## src/rtl/xfft_ofdm_framer.sv

```systemverilog
`default_nettype none
// ============================================================================
// Module   : xfft_ofdm_framer
// Purpose  : Front-end for the OFDM receive FFT core. Validates a runtime FFT
//            configuration, packs it onto an AXIS config channel, strips the
//            cyclic prefix from the raw sample stream and forwards exactly
//            2^nfft samples per symbol with tlast on the final one.
//            Configuration changes are applied only at symbol boundaries.
// Ports    : aclk / aresetn         clock, asynchronous active-low reset
//            i_nfft .. i_cfg_valid  runtime configuration request
//            o_cfg_ready            pending slot is empty
//            o_cfg_error            one-cycle pulse for a rejected config
//            s_axis_*               raw sample stream in
//            m_axis_data_*          framed sample stream to the FFT
//            m_axis_cfg_*           packed configuration to the FFT
//            o_frame_count          completed symbols (wraps)
//            o_active               a valid configuration is active
// Revision : 1.0 - initial release
// ============================================================================
module xfft_ofdm_framer #(
   parameter int DATA_W      = 32,
   parameter int NFFT_MIN    = 3,
   parameter int NFFT_MAX    = 12,
   parameter int CP_W        = 10,
   parameter int SCALE_W     = 8,
   parameter int CFG_TDATA_W = 40,
   parameter int FRAME_CNT_W = 16
) (
   input  logic                   aclk,
   input  logic                   aresetn,
   input  logic [4:0]             i_nfft,
   input  logic [CP_W-1:0]        i_cp_len,
   input  logic                   i_direction,
   input  logic [SCALE_W-1:0]     i_scale,
   input  logic                   i_cfg_valid,
   output logic                   o_cfg_ready,
   output logic                   o_cfg_error,
   input  logic [DATA_W-1:0]      s_axis_tdata,
   input  logic                   s_axis_tvalid,
   output logic                   s_axis_tready,
   output logic [DATA_W-1:0]      m_axis_data_tdata,
   output logic                   m_axis_data_tvalid,
   input  logic                   m_axis_data_tready,
   output logic                   m_axis_data_tlast,
   output logic [CFG_TDATA_W-1:0] m_axis_cfg_tdata,
   output logic                   m_axis_cfg_tvalid,
   input  logic                   m_axis_cfg_tready,
   output logic [FRAME_CNT_W-1:0] o_frame_count,
   output logic                   o_active
);

   // Sample counter is one bit wider than NFFT_MAX so 2^NFFT_MAX-1 fits with margin.
   localparam int c_CNT_W     = NFFT_MAX + 1;
   // Direction bit sits on the first byte boundary after the cp_len field.
   localparam int c_FWD_OFF   = 8 * ((8 + CP_W + 7) / 8);
   localparam int c_SCALE_OFF = c_FWD_OFF + 1;

   typedef enum logic [1:0] {
      ST_IDLE     = 2'd0,
      ST_CFG_SEND = 2'd1,
      ST_CP_DROP  = 2'd2,
      ST_PAYLOAD  = 2'd3
   } state_t;

   state_t                 r_state;

   logic                   r_pend_valid;
   logic [4:0]             r_pend_nfft;
   logic [CP_W-1:0]        r_pend_cp;
   logic                   r_pend_dir;
   logic [SCALE_W-1:0]     r_pend_scale;

   logic                   r_act_valid;
   logic [4:0]             r_act_nfft;
   logic [CP_W-1:0]        r_act_cp;
   logic                   r_act_dir;
   logic [SCALE_W-1:0]     r_act_scale;

   logic [c_CNT_W-1:0]     r_cnt;
   logic [FRAME_CNT_W-1:0] r_frame_cnt;
   logic                   r_cfg_tvalid;
   logic [CFG_TDATA_W-1:0] r_cfg_tdata;
   logic                   r_cfg_error;

   logic                   w_cfg_hs;
   logic                   w_cfg_legal;
   logic                   w_cfg_same;
   logic                   w_in_hs;
   logic                   w_cp_done;
   logic                   w_sym_done;
   logic [c_CNT_W-1:0]     w_sym_last_idx;
   logic [CFG_TDATA_W-1:0] w_pend_pack;
   state_t                 w_resume;

   // ---------------------------------------------------------------------
   // Config validation
   // ---------------------------------------------------------------------
   assign w_cfg_hs    = i_cfg_valid & o_cfg_ready;
   assign w_cfg_legal = (int'(i_nfft) >= NFFT_MIN) && (int'(i_nfft) <= NFFT_MAX) &&
                        (32'(i_cp_len) < (32'd1 << i_nfft));
   // A request matching what is already running needs no new packet.
   assign w_cfg_same  = r_act_valid && (i_nfft == r_act_nfft) && (i_cp_len == r_act_cp) &&
                        (i_direction == r_act_dir) && (i_scale == r_act_scale);

   // ---------------------------------------------------------------------
   // Config packing (unused bits, including [7:5], stay zero)
   // ---------------------------------------------------------------------
   always_comb begin
      w_pend_pack                          = '0;
      w_pend_pack[4:0]                     = r_pend_nfft;
      w_pend_pack[8 +: CP_W]               = r_pend_cp;
      w_pend_pack[c_FWD_OFF]               = r_pend_dir;
      w_pend_pack[c_SCALE_OFF +: SCALE_W]  = r_pend_scale;
   end

   // ---------------------------------------------------------------------
   // Symbol framing helpers, always derived from the active config so a
   // mid-symbol request cannot change the symbol in flight.
   // ---------------------------------------------------------------------
   assign w_in_hs        = s_axis_tvalid & s_axis_tready;
   assign w_sym_last_idx = c_CNT_W'((32'd1 << r_act_nfft) - 32'd1);
   assign w_cp_done      = ((32'(r_cnt) + 32'd1) == 32'(r_act_cp));
   assign w_sym_done     = (r_cnt == w_sym_last_idx);
   assign w_resume       = (r_act_cp == '0) ? ST_PAYLOAD : ST_CP_DROP;

   // ---------------------------------------------------------------------
   // Data path: zero-latency pass-through during payload
   // ---------------------------------------------------------------------
   assign s_axis_tready      = (r_state == ST_CP_DROP) |
                               ((r_state == ST_PAYLOAD) & m_axis_data_tready);
   assign m_axis_data_tvalid = (r_state == ST_PAYLOAD) & s_axis_tvalid;
   assign m_axis_data_tdata  = (r_state == ST_PAYLOAD) ? s_axis_tdata : '0;
   assign m_axis_data_tlast  = (r_state == ST_PAYLOAD) & w_sym_done;

   assign o_cfg_ready        = ~r_pend_valid;
   assign o_cfg_error        = r_cfg_error;
   assign m_axis_cfg_tvalid  = r_cfg_tvalid;
   assign m_axis_cfg_tdata   = r_cfg_tdata;
   assign o_frame_count      = r_frame_cnt;
   assign o_active           = r_act_valid;

   // ---------------------------------------------------------------------
   // Control FSM, config slots and counters
   // ---------------------------------------------------------------------
   always_ff @(posedge aclk or negedge aresetn) begin
      if (!aresetn) begin
         r_state      <= ST_IDLE;
         r_pend_valid <= 1'b0;
         r_pend_nfft  <= '0;
         r_pend_cp    <= '0;
         r_pend_dir   <= 1'b0;
         r_pend_scale <= '0;
         r_act_valid  <= 1'b0;
         r_act_nfft   <= '0;
         r_act_cp     <= '0;
         r_act_dir    <= 1'b0;
         r_act_scale  <= '0;
         r_cnt        <= '0;
         r_frame_cnt  <= '0;
         r_cfg_tvalid <= 1'b0;
         r_cfg_tdata  <= '0;
         r_cfg_error  <= 1'b0;
      end else begin
         r_cfg_error <= 1'b0;

         // Intake only happens while the slot is empty, so it never races
         // with the slot being freed in ST_CFG_SEND.
         if (w_cfg_hs) begin
            if (!w_cfg_legal) begin
               r_cfg_error <= 1'b1;
            end else if (!w_cfg_same) begin
               r_pend_valid <= 1'b1;
               r_pend_nfft  <= i_nfft;
               r_pend_cp    <= i_cp_len;
               r_pend_dir   <= i_direction;
               r_pend_scale <= i_scale;
            end
         end

         case (r_state)
            ST_IDLE: begin
               if (r_pend_valid) begin
                  r_cfg_tdata  <= w_pend_pack;
                  r_cfg_tvalid <= 1'b1;
                  r_state      <= ST_CFG_SEND;
               end
            end

            ST_CFG_SEND: begin
               if (m_axis_cfg_tready) begin
                  r_cfg_tvalid <= 1'b0;
                  r_cfg_tdata  <= '0;
                  r_act_valid  <= 1'b1;
                  r_act_nfft   <= r_pend_nfft;
                  r_act_cp     <= r_pend_cp;
                  r_act_dir    <= r_pend_dir;
                  r_act_scale  <= r_pend_scale;
                  r_pend_valid <= 1'b0;
                  r_cnt        <= '0;
                  r_state      <= (r_pend_cp == '0) ? ST_PAYLOAD : ST_CP_DROP;
               end
            end

            ST_CP_DROP: begin
               if (s_axis_tvalid) begin
                  if (w_cp_done) begin
                     r_cnt   <= '0;
                     r_state <= ST_PAYLOAD;
                  end else begin
                     r_cnt <= r_cnt + 1'b1;
                  end
               end
            end

            ST_PAYLOAD: begin
               if (w_in_hs) begin
                  if (w_sym_done) begin
                     r_cnt       <= '0;
                     r_frame_cnt <= r_frame_cnt + 1'b1;
                     if (r_pend_valid) begin
                        r_cfg_tdata  <= w_pend_pack;
                        r_cfg_tvalid <= 1'b1;
                        r_state      <= ST_CFG_SEND;
                     end else begin
                        r_state <= w_resume;
                     end
                  end else begin
                     r_cnt <= r_cnt + 1'b1;
                  end
               end
            end

            default: r_state <= ST_IDLE;
         endcase
      end
   end

endmodule
`default_nettype wire

```

## config.mk

```make
export PLATFORM = sky130hd
export DESIGN_NAME = xfft_ofdm_framer
export DESIGN_NICKNAME = d
export VERILOG_FILES = /design/src/rtl/xfft_ofdm_framer.sv
export SDC_FILE = /design/constraint.sdc
export NUM_CORES = 1
export LEC_CHECK = 0
export BUFFER_PORTS_ARGS = -buffer_cell sky130_fd_sc_hd__buf_2
export CAP_MARGIN = 10
export CORE_ASPECT_RATIO = 2
export CORE_MARGIN = 3
export CORE_UTILIZATION = 49
export DETAILED_ROUTE_END_ITERATION = 12
export PLACE_DENSITY = 0.79
export REMOVE_ABC_BUFFERS = 1
export SLEW_MARGIN = 25
export SYNTH_ARGS = -nofsm -noshare
export SYNTH_HDL_FRONTEND = slang
export SYNTH_SLANG_ARGS = --single-unit
```

## constraint.sdc

```tcl
create_clock -name aclk -period 3 [get_ports aclk]
set_input_delay 0.15 -clock aclk [delete_from_list [all_inputs] [get_ports aclk]]
set_output_delay 0.15 -clock aclk [all_outputs]
set_load 0.005 [all_outputs]
```

Word-level counts from Yosys, hierarchy flattened. Cells that the tools add are included. Widths: inputs -> output; s select.

Muxes and demuxes: 34. $mul: 0. Reductions and logical operators: 17. Order comparisons: 3. Divide/modulo/power cells: 0. Bitwise logic cells: 8. Add/sub/neg operators: 4. Shifts and indexed selects: 2. Equal/unequal tests: 15.

Operators by type and width (count): $mux 40 (4); $pmux 40 s3 (1); $mux 13 (5); $pmux 13 s3 (1); $lt 10x32->1 (1); $mux 32 (1); $shl 1x5->32 const A (1); $logic_not 10->1 (2); $add 16x1->16 const B (1); $add 13x1->14 const B (1); $eq 14x10->1 (1); $mux 2 (7); $add 13x1->13 const B (1); $eq 13x13->1 (1); $mux 1 (13); $shl 1x5->13 const A (1); $sub 13x1->13 const B (1); $ne 2x2->1 const B (6); $eq 10x10->1 (1); $eq 8x8->1 (1); $pmux 2 s4 (1); $reduce_and 4->1 (2); $logic_and 1x1->1 (6); $reduce_and 3->1 (2); 14 further kinds (21).

Register bits after elaboration: 123. Memory bits (writable): 0. Memories: 0. Input port bits: 62. Logic and storage cells: 99. Bits in read-only memories: 0. Bits in latches: 0. Output and inout port bits: 95.

Logic depth before layout (Yosys ltp). Gate-level depths: netlist (run 1).

Word-level depth: 10. Depth in mapped cells: 13. Gate-level depth less buffers: 11.

Worst setup path before layout (run 1). No wires, ideal clock.

Path kind: register to register. Start point: register r_act_nfft[3]. End point: register r_frame_cnt[9] (netlist: o_frame_count[9]). Data required time: 2.921 ns. Arrival time: 3.151 ns. Clock period less this slack: 3.230 ns. Cell stages (with the launch flop): 14. Buffers on the path: 2. Library setup time: 0.079 ns. Setup slack: -0.230 ns. Cell sequence: dfrtp_1 > buf_6 > nor3_2 > nand3b_1 > ha_1 > nor3_1 > and4b_1 > a221o_1 > xor2_1 > or3_1 > or4_4 > buf_6 > nor3_2 > xor2_1.

Word-level cells in the longest chain between the ends: 4.

Ends and longest elaborated chain: from (decl) (line 74) `logic [4:0] r_act_nfft;`; from (signal assigned) (line 194) `r_act_nfft <= r_pend_nfft;`; $shl 1x5->13 (line 121) `assign w_sym_last_idx = c_CNT_W'((32'd1 << r_act_nfft) - 32'd1);`; $sub 13x1->13 (line 121); $eq 13x13->1 (line 123) `assign w_sym_done = (r_cnt == w_sym_last_idx);`; $reduce_and 3->1 (no source line); to (signal assigned) (line 219) `r_frame_cnt <= r_frame_cnt + 1'b1;`; to (decl) (line 80) `logic [FRAME_CNT_W-1:0] r_frame_cnt;`.

No other way between the ends. A chain may end at the register's enable or synchronous reset.

Worst setup path after layout (run 1).
Start point: register r_act_nfft[4]. End point: register r_frame_cnt[9] (netlist: o_frame_count[9]).

The elaborated chain is that of the path after synthesis.

==> flow_summary.json, run 1 <==
{
  "post-route-min-period_ns": 3.19,
  "timing.setup.tns_ns": -2.22,
  "critical_path_peak_fanout": 6,
  "layout-drive-gt1-share_pct": 33.6,
  "drtIter0Drc": 409,
  "fmax_mhz": 313,
  "dp_hpwl_um": 13300,
  "final_antenna_net_count": 0,
  "place_area_um2": 7350,
  "core-area_um2": 12600,
  "synth_commonest_cells": "dfrtp_1, nand2_1, and3_1",
  "setup_viol": 17,
  "synth_top_cell_by_area": "dfrtp_1",
  "drc": 0,
  "area_delta_synth_final_pct": 26.1,
  "vias": 5828,
  "numPortBuffers": 140,
  "leakagePower_nw": 3.96,
  "worstMarginPinSlew_ns": 0.964,
  "pwr_density_cell_nw_per_um2": 623,
  "ys_seq_area_share_pct": 42.2,
  "hold_violations": 0,
  "critical_path_class": "reg -> reg",
  "synth.most_common_cell": "dfrtp_1",
  "finalCritPeriodShare_pct": 106,
  "crit_path_start_kind": "flip-flop",
  "violations": "setup timing",
  "synth_cells": 672,
  "synth_cell_types": 69,
  "avgSynthCellArea_um2": 9.43,
  "design_area_um2": 8000,
  "n_antenna_cell": 0,
  "crit_required_ns": 3.28,
  "cts.sinks": 107,
  "hp-class": "in -> reg",
  "cts_max_path_buffers": 2,
  "avgRoutedWirePerCell_um": 18.6,
  "vias_per_cell": 5.89,
  "start_util_pct": 50.2,
  "dr.pass1.iters": 5,
  "pin_count": 157,
  "post_synth_instance_area_um2": 6340,
  "antenna_found_initial": 0,
  "synthArstFlopShare_pct": 100,
  "ys_ff_latch": 107,
  "synth_area_leaders": "dfrtp_1, nand2_1, xnor2_1",
  "htreeDepth": 3,
  "cts_root_buffer": "clkbuf_16",
  "rsz0062_at_grt": "true",
  "cap_violations": 0,
  "whs_path_depth": 2,
  "grtUsageTotal_pct": 25.2,
  "die-height_um": 167,
  "clk_latency_ns": 0.36,
  "r2r_cells": 10,
  "die_x_um": 86.4,
  "grt_pass1_vias": 5793,
  "yosysWarningCount": 0,
  "row_count": 58,
  "finalNetCount": 908,
  "ir_drop_mv": 0.440,
  "grt_max_degree": 75,
  "status": "finished, violations left",
  "synth_ff_type": "dfrtp_1",
  "setup_ws_ns": -0.191,
  "timing.slew.headroom_pct": 35.7,
  "synth_edf_count": 0,
  "maxSlewViolCount": 0,
  "nFillCells": 1044,
  "place.gp.congestion": 0.913,
  "overflow": 0,
  "synth_top_area_share_pct": 42.2,
  "grt_first_pass_wirelength_um": 29100,
  "wl_um": 18400,
  "worstPathArrival_ns": 3.47,
  "cts.clk_slew.worst_paths_ns": 0.08,
  "dieArea_um2": 14400,
  "setup.worst_path.end_class": "flip-flop",
  "fin_skew_ns": 0.00901,
  "cts_buffers": 9,
  "cts_tree": "yes"
}
## placed cells by master, fill, tap and decap left out, types with 5 or more instances in the layout
master	instances
buf_2	139
dfrtp_1	107
nand2_1	103
buf_4	50
and3_1	37
xnor2_1	33
nand3_1	28
a22o_1	26
xor2_1	25
mux2_2	24
nor2_1	19
inv_1	16
conb_1	16
a21oi_1	15
nand4_1	15
o21ai_0	12
ha_1	11
nor3_1	10
nor4_1	10
clkbuf_16	10
a31oi_1	7
a31oi_4	7
nor3_4	6
a21o_1	5
or3_1	5
## state kept, by name, indices dropped and copies added, names as in the netlist, 2 cells and up
| signal | cells |
|---|---|
| m_axis_cfg_tdata | 24 |
| o_frame_count | 16 |
| r_cnt | 13 |
| r_act_cp | 10 |
| r_pend_cp | 10 |
| r_act_scale | 8 |
| r_pend_scale | 8 |
| r_act_nfft | 5 |
| r_pend_nfft | 5 |
| r_state | 2 |
## power by group
part | leakage [nW] | internal, mW | total, mW | switching (mW)
clock | 0.157 | 0.674 | 1.28 | 0.609
combinational | 2.39 | 0.836 | 1.62 | 0.785
sequential | 1.41 | 1.76 | 2.08 | 0.314
total | 3.96 | 3.27 | 4.98 | 1.71
## worst paths after layout
| kind | startpoint | to | slack [ns] |
|---|---|---|---|
| max in group asynchronous | aresetn | m_axis_cfg_tdata[32] | 1.70 |
| max reg2reg | r_act_nfft[4] | o_frame_count[9] | -0.19 |
| min reg2reg | o_frame_count[15] | o_frame_count[15] | 0.48 |
| min | i_scale[1] | r_pend_scale[1] | 0.05 |
| max | r_act_nfft[4] | o_frame_count[9] | -0.19 |
| min in group asynchronous | aresetn | o_frame_count[8] | 0.46 |
## layout make-up
class / count / area [um2] / area share (%)
multi-input combinational: 500 / 3500 / 43.8
sequential: 107 / 2680 / 33.5
timing repair buffer: 200 / 1250 / 15.6
clock buffer: 9 / 225 / 2.82
tap: 150 / 188 / 2.35
clock inverter: 7 / 95.1 / 1.19
inverter: 16 / 60.1 / 0.751
## worst max-delay path, stage by stage (launching register included)
cell	delay [ns]
dfrtp_1	0.41
nor3_4	0.24
nand3b_1	0.16
ha_4	0.24
xnor2_1	0.13
nor4b_2	0.26
nand4_1	0.21
or4_4	0.53
or4_4	0.58
nor3_2	0.20
xor2_1	0.16
## per-layer routing
metal | share of wire [%] | track usage, %
met1 | 36 | 28.2
met2 | 53 | 43.8
met3 | 5.0 | 4.36
met4 | 6.2 | 14.4
met5 | 0 | 0
## stage by stage
step                setup WS, ns  hold slack [ns]  std cells  util, %  power, mW
floorplan                 -0.622           -0.146        623        -       2.83
global placement          -0.179            0.350        966     58.2       3.52
detailed placement        -0.328            0.354        966     58.2       3.57
CTS                       -0.135           0.0489        985     61.3       4.87
global route              -0.319           0.0546        989     63.3       5.24
finish                    -0.191           0.0536        989     63.3       4.98
## what timing repair did
action,CTS,global route
hold endpoints to repair,69,0
gates resized for setup,9,33
endpoints found under the setup margin,56,57
cloned,0,1
pin swaps,13,21
hold buffers,1,0
buffers inserted,2,6
## kinds of logic (layout without fill, tap and decap cells)
kind of cell               count (synthesis)  after routing  synth area share [%]
adders and majority gates                 12             12                  2.37
DFF                                      107            107                  42.2
and+or+nand+nor                          274            274                  22.8
buffers and inverters                     80            232                  7.26
other                                      1             16                0.0592
muxes                                     28             28                  4.90
xor gates and xnor gates                  58             58                  8.01
AOI/OAI and AO/OA                        112            112                  12.4
No activity file was read; power rests on OpenSTA's default activity.
==> run 2: changes to the inputs <==
REMOVE_ABC_BUFFERS = not set   (was 1)
==> run 2 against run 1 <==
Against the previous run: the run still ends with setup timing left; clock power down 5%; critical path depth unchanged; register-to-register slack better by 0.06 ns; global-route usage is 0.18 points lower; wire length down 2.0%; via count is 3.6% lower; final cell count is 1.7% lower; largest power group unchanged.
==> flow_summary.json, run 2 (synthesized netlist as in run 1, its figures left out) <==
{
  "status": "finished, violations left",
  "violations": "setup timing",
  "numPortBuffers": 140,
  "clk_latency_ns": 0.37,
  "timing.slew.headroom_pct": 44.1,
  "dr.pass1.iters": 7,
  "drtIter0Drc": 382,
  "grt_max_degree": 68,
  "vias": 5620,
  "grt_first_pass_wirelength_um": 28600,
  "finalCritPeriodShare_pct": 104,
  "leakagePower_nw": 3.80,
  "setup.worst_path.end_class": "flip-flop",
  "critical_path_class": "reg -> reg",
  "core-area_um2": 12600,
  "largest_reg_flops": 24,
  "maxSlewViolCount": 0,
  "dieArea_um2": 14400,
  "grtUsageTotal_pct": 25.0,
  "die-height_um": 167,
  "cts_max_path_buffers": 2,
  "path_cells": "nor3_4 -> nand3b_1 -> ha_4 -> xnor2_1 -> nor4b_2 -> nand4_1 -> or4_4 -> or4_4 -> nor3_4 -> xor2_1",
  "post-route-min-period_ns": 3.13,
  "crit_path_start_kind": "flip-flop",
  "fmax_mhz": 320,
  "hp-class": "in -> reg",
  "n_antenna_cell": 0,
  "cap_violations": 0,
  "dp_hpwl_um": 13700,
  "vias_per_cell": 5.78,
  "finalNetCount": 891,
  "drc": 0,
  "cts_tree": "yes",
  "wl_um": 18000,
  "setup_ws_ns": -0.129,
  "critical_path_peak_fanout": 6,
  "row_count": 58,
  "final_antenna_net_count": 0,
  "grt_pass1_vias": 5640,
  "ir_drop_mv": 0.462,
  "slowest_delay_ns": 0.58,
  "htreeDepth": 3,
  "final_cell_mix": "buf_2, dfrtp_1, nand2_1, buf_4, and3_1",
  "die_x_um": 86.4,
  "avgRoutedWirePerCell_um": 18.5,
  "cts_root_buffer": "clkbuf_16",
  "start_util_pct": 50.2,
  "cts.sinks": 107,
  "cts_buffers": 9,
  "area_delta_synth_final_pct": 20.8,
  "overflow": 0,
  "antenna_found_initial": 0,
  "crit_required_ns": 3.29,
  "pwr_density_cell_nw_per_um2": 627,
  "place.gp.congestion": 0.937,
  "hold_violations": 0,
  "final_common_cell": "buf_2",
  "pin_count": 157,
  "hold-worst-slack_ns": 0.0258,
  "worstMarginPinSlew_ns": 0.836,
  "final_core_util_pct": 60.6,
  "cts.clk_slew.worst_paths_ns": 0.09,
  "layout-drive-gt1-share_pct": 30.7,
  "setup_viol": 17,
  "fin_skew_ns": 0.0165,
  "cpMaxStageDelayCell": "or4_4",
  "worstPathArrival_ns": 3.42,
  "rsz0062_at_grt": "true"
}
[run 2: cell types whose count changed in the layout (fill, tap and decap cells not counted), moves of 3 or more]
cell,delta
o21ai_0,+3
a31oi_4,-7
a31oi_1,+7
nor3_2,+3
buf_4,-12
buf_6,-3
nor3_4,-3
[run 2: path summary, 6_finish.rpt]
path | slack, ns | depth (start not counted) | start | endpoint
max | -0.13 | 10 | r_act_nfft[3] | o_frame_count[7]
min | 0.03 | 3 | i_cfg_valid | o_cfg_error
max reg2reg | -0.13 | 10 | r_act_nfft[3] | o_frame_count[7]
min reg2reg | 0.47 | 1 | o_frame_count[15] | o_frame_count[15]
max in group asynchronous | 1.96 | 3 | aresetn | r_act_cp[3]
min in group asynchronous | 0.29 | 2 | aresetn | o_frame_count[12]
[run 2: power by group]
group | switching (mW) | internal [mW] | leakage [nW]
clock | 0.624 | 0.601 | 0.151
sequential | 0.317 | 1.76 | 1.41
combinational | 0.725 | 0.769 | 2.24
[run 2: metal layers]
| layer | wire, um | GRT usage (%) | vias up |
|---|---|---|---|
| met3 | 684 | 3.47 | 73 |
| met5 | 0 | 0 | - |
| met1 | 6610 | 27.7 | 2713 |
| li1 | - | - | 2638 |
| met2 | 9690 | 44.4 | 196 |
| met4 | 1030 | 14.2 | 0 |
[run 2: critical path: cells and delay by family (launching register included)]
family                   cells  cell delay [ns]
adder cells (fa/ha/maj)      1             0.30
flip-flops                   1             0.41
XOR/XNOR                     2             0.24
AND/OR/NAND/NOR              7             2.11
[run 2: metrics by stage]
step	cells	area [um2]	setup WS, ns	TNS, ns	total power, mW
global route	972	7650	-0.265	-3.53	5.04
CTS	972	7630	-0.134	-1.04	4.79
detailed placement	954	7280	-0.131	-0.896	3.56
global placement	954	7280	-0.00812	-0.0256	3.52
floorplan	687	6410	-0.153	-0.669	2.91
finish	972	7650	-0.129	-1.19	4.80
[run 2: what timing repair did]
item | CTS | global route
gates cloned | 0 | 0
endpoints found under the setup margin | 17 | 51
pin swaps | 1 | 0
hold endpoints to repair | 40 | 0
hold buffers | 1 | 0
buffers inserted | 1 | 0
gates resized for setup | 4 | 6
[run 2: final cells by class]
type	count	area [um2]
multi-input cells	500	3340
inverters	16	60.1
repair buffers	183	1080
clock buffers	9	225
flip-flops and latches	107	2680
well taps	150	188
clock inverters	7	86.3
fillers	1075	4970
==> run 3: changes to the inputs <==
CORE_MARGIN = not set   (was 3)
CTS_CLUSTER_DIAMETER = 60   (was not set)
==> run 3 against run 2 <==
Against the previous run: the flow still finishes with violations (setup timing); cell area increased by 3.7%; flip-flop and latch count is the same; clock skew barely moved; critical path depth unchanged; utilization up 2.3 points; combinational power rose by 8%; worst hold slack worse by 0.00096 ns; global-route usage increased by 4.1 points; maximum frequency down 2.6%; power up 4.4%; die area down 6.9%; final cell count is 1.6% higher.
==> flow_summary.json, run 3 (synthesized netlist as in run 1, its figures left out) <==
{
  "status": "finished, violations left",
  "violations": "setup timing",
  "dr.pass1.iters": 5,
  "drtIter0Drc": 379,
  "hold_violations": 0,
  "worstPathArrival_ns": 3.50,
  "overflow": 0,
  "post-route-min-period_ns": 3.21,
  "fmax_mhz": 311,
  "finalNetCount": 907,
  "setup.worst_path.end_class": "flip-flop",
  "ir_drop_mv": 0.553,
  "start_util_pct": 50.2,
  "timing.slew.headroom_pct": 40.3,
  "layout-drive-gt1-share_pct": 32.5,
  "clk_latency_ns": 0.37,
  "vias_per_cell": 5.97,
  "antenna_found_initial": 0,
  "grtUsageTotal_pct": 29.2,
  "worstMarginPinSlew_ns": 0.893,
  "numPortBuffers": 140,
  "timing.setup.tns_ns": -3.43,
  "final_antenna_net_count": 0,
  "core-area_um2": 12600,
  "vias": 5896,
  "wl_met1_um": 6740,
  "dieArea_um2": 13400,
  "wl_um": 19200,
  "cts_buffers": 9,
  "pin_count": 157,
  "maxSlewViolCount": 0,
  "nFillCells": 1043,
  "final_cell_mix": "buf_2, dfrtp_1, nand2_1, buf_4, and3_1",
  "leakagePower_nw": 3.92,
  "n_antenna_cell": 0,
  "crit_path_start_kind": "flip-flop",
  "setup_ws_ns": -0.212,
  "area_delta_synth_final_pct": 25.3,
  "setup_viol": 52,
  "cts_root_buffer": "clkbuf_16",
  "cts.sinks": 107,
  "grt_max_degree": 89,
  "row_count": 58,
  "final_core_util_pct": 62.9,
  "final_common_cell": "buf_2",
  "grt_first_pass_wirelength_um": 28700,
  "largest_reg_flops": 24,
  "cts_tree": "yes",
  "die-height_um": 163,
  "design_area_um2": 7940,
  "hp-class": "in -> reg",
  "htreeDepth": 3,
  "grt_pass1_vias": 5683,
  "hold-worst-slack_ns": 0.0249,
  "place.gp.congestion": 0.995,
  "dp_hpwl_um": 13400,
  "place_area_um2": 7320,
  "fin_skew_ns": 0.0161,
  "crit_required_ns": 3.28,
  "critical_path_class": "reg -> reg",
  "cts.clk_slew.worst_paths_ns": 0.08,
  "cts_max_path_buffers": 2,
  "avgRoutedWirePerCell_um": 19.4,
  "drc": 0,
  "cap_violations": 0,
  "finalCritPeriodShare_pct": 107,
  "critical_path_peak_fanout": 6,
  "wl_met2_um": 10200,
  "rsz0062_at_grt": "true",
  "dr_wl_met3_um": 846,
  "top_layer_used": "met4",
  "pwr_density_cell_nw_per_um2": 631,
  "die_x_um": 82.4
}
## run 3: cell types whose count changed in the layout (fill, tap and decap cells not counted), moves of 2 or more
cell,previous run,this run
buf_4,38,46
buf_6,1,5
a21oi_4,0,3
a21oi_2,3,1
inv_6,3,1
nor4_1,11,9
nor4_4,1,3
## run 3: per-stage QoR
stage,setup slack (ns),total power [mW],std cells
after floorplan,-0.153,2.91,687
after global placement,-0.282,3.51,961
after detailed placement,-0.171,3.56,961
after CTS,-0.128,4.89,981
after global routing,-0.330,5.21,988
final,-0.212,5.01,988
## run 3: path summary, 6_finish.rpt
| check | cells after the start | slack, ns | startpoint | to |
|---|---|---|---|---|
| setup / recovery | 10 | -0.21 | r_act_nfft[3] | o_frame_count[5] |
| setup reg to reg | 10 | -0.21 | r_act_nfft[3] | o_frame_count[5] |
| min in group asynchronous | 2 | 0.39 | aresetn | o_frame_count[10] |
| hold reg to reg | 1 | 0.47 | o_frame_count[15] | o_frame_count[15] |
| max in group asynchronous | 3 | 1.87 | aresetn | m_axis_cfg_tdata[15] |
| hold / removal | 3 | 0.02 | i_cfg_valid | o_cfg_error |
## run 3: per-layer routing
layer	track usage [%]	vias to the layer above
met5	0	-
met1	31.6	2875
met4	19.8	0
li1	-	2668
met2	50.6	262
met3	3.98	91
## run 3: area by class of cell
type | count | area [um2] | area share, %
clock buffer | 9 | 225 | 2.84
tap | 150 | 188 | 2.36
inverter | 16 | 60.1 | 0.756
clock inverter | 7 | 108 | 1.36
sequential | 107 | 2680 | 33.7
multi-input combinational | 501 | 3420 | 43.1
timing repair buffer | 198 | 1260 | 15.9
## run 3: what timing repair did
item,4_1_cts,5_1_grt
endpoints found under the hold margin,86,0
setup endpoints to repair,48,55
hold buffers,1,0
gates cloned,2,1
resized for setup,9,14
buffers inserted,1,6
pin swaps,2,33
## run 3: worst max-delay path: stages (launching register included)
cell      delay, ns
dfrtp_1        0.42
nor3_4         0.22
nand3b_1       0.14
ha_4           0.20
and2b_4        0.17
a222oi_1       0.41
xnor2_1        0.16
or4_4          0.45
or4_4          0.61
nor3_2         0.20
xor2_1         0.16
## run 3: power breakdown
part           internal [mW]  leakage, nW  switching, mW
Clock                  0.680        0.160          0.619
Combinational          0.822         2.35          0.786
Sequential              1.76         1.41          0.340
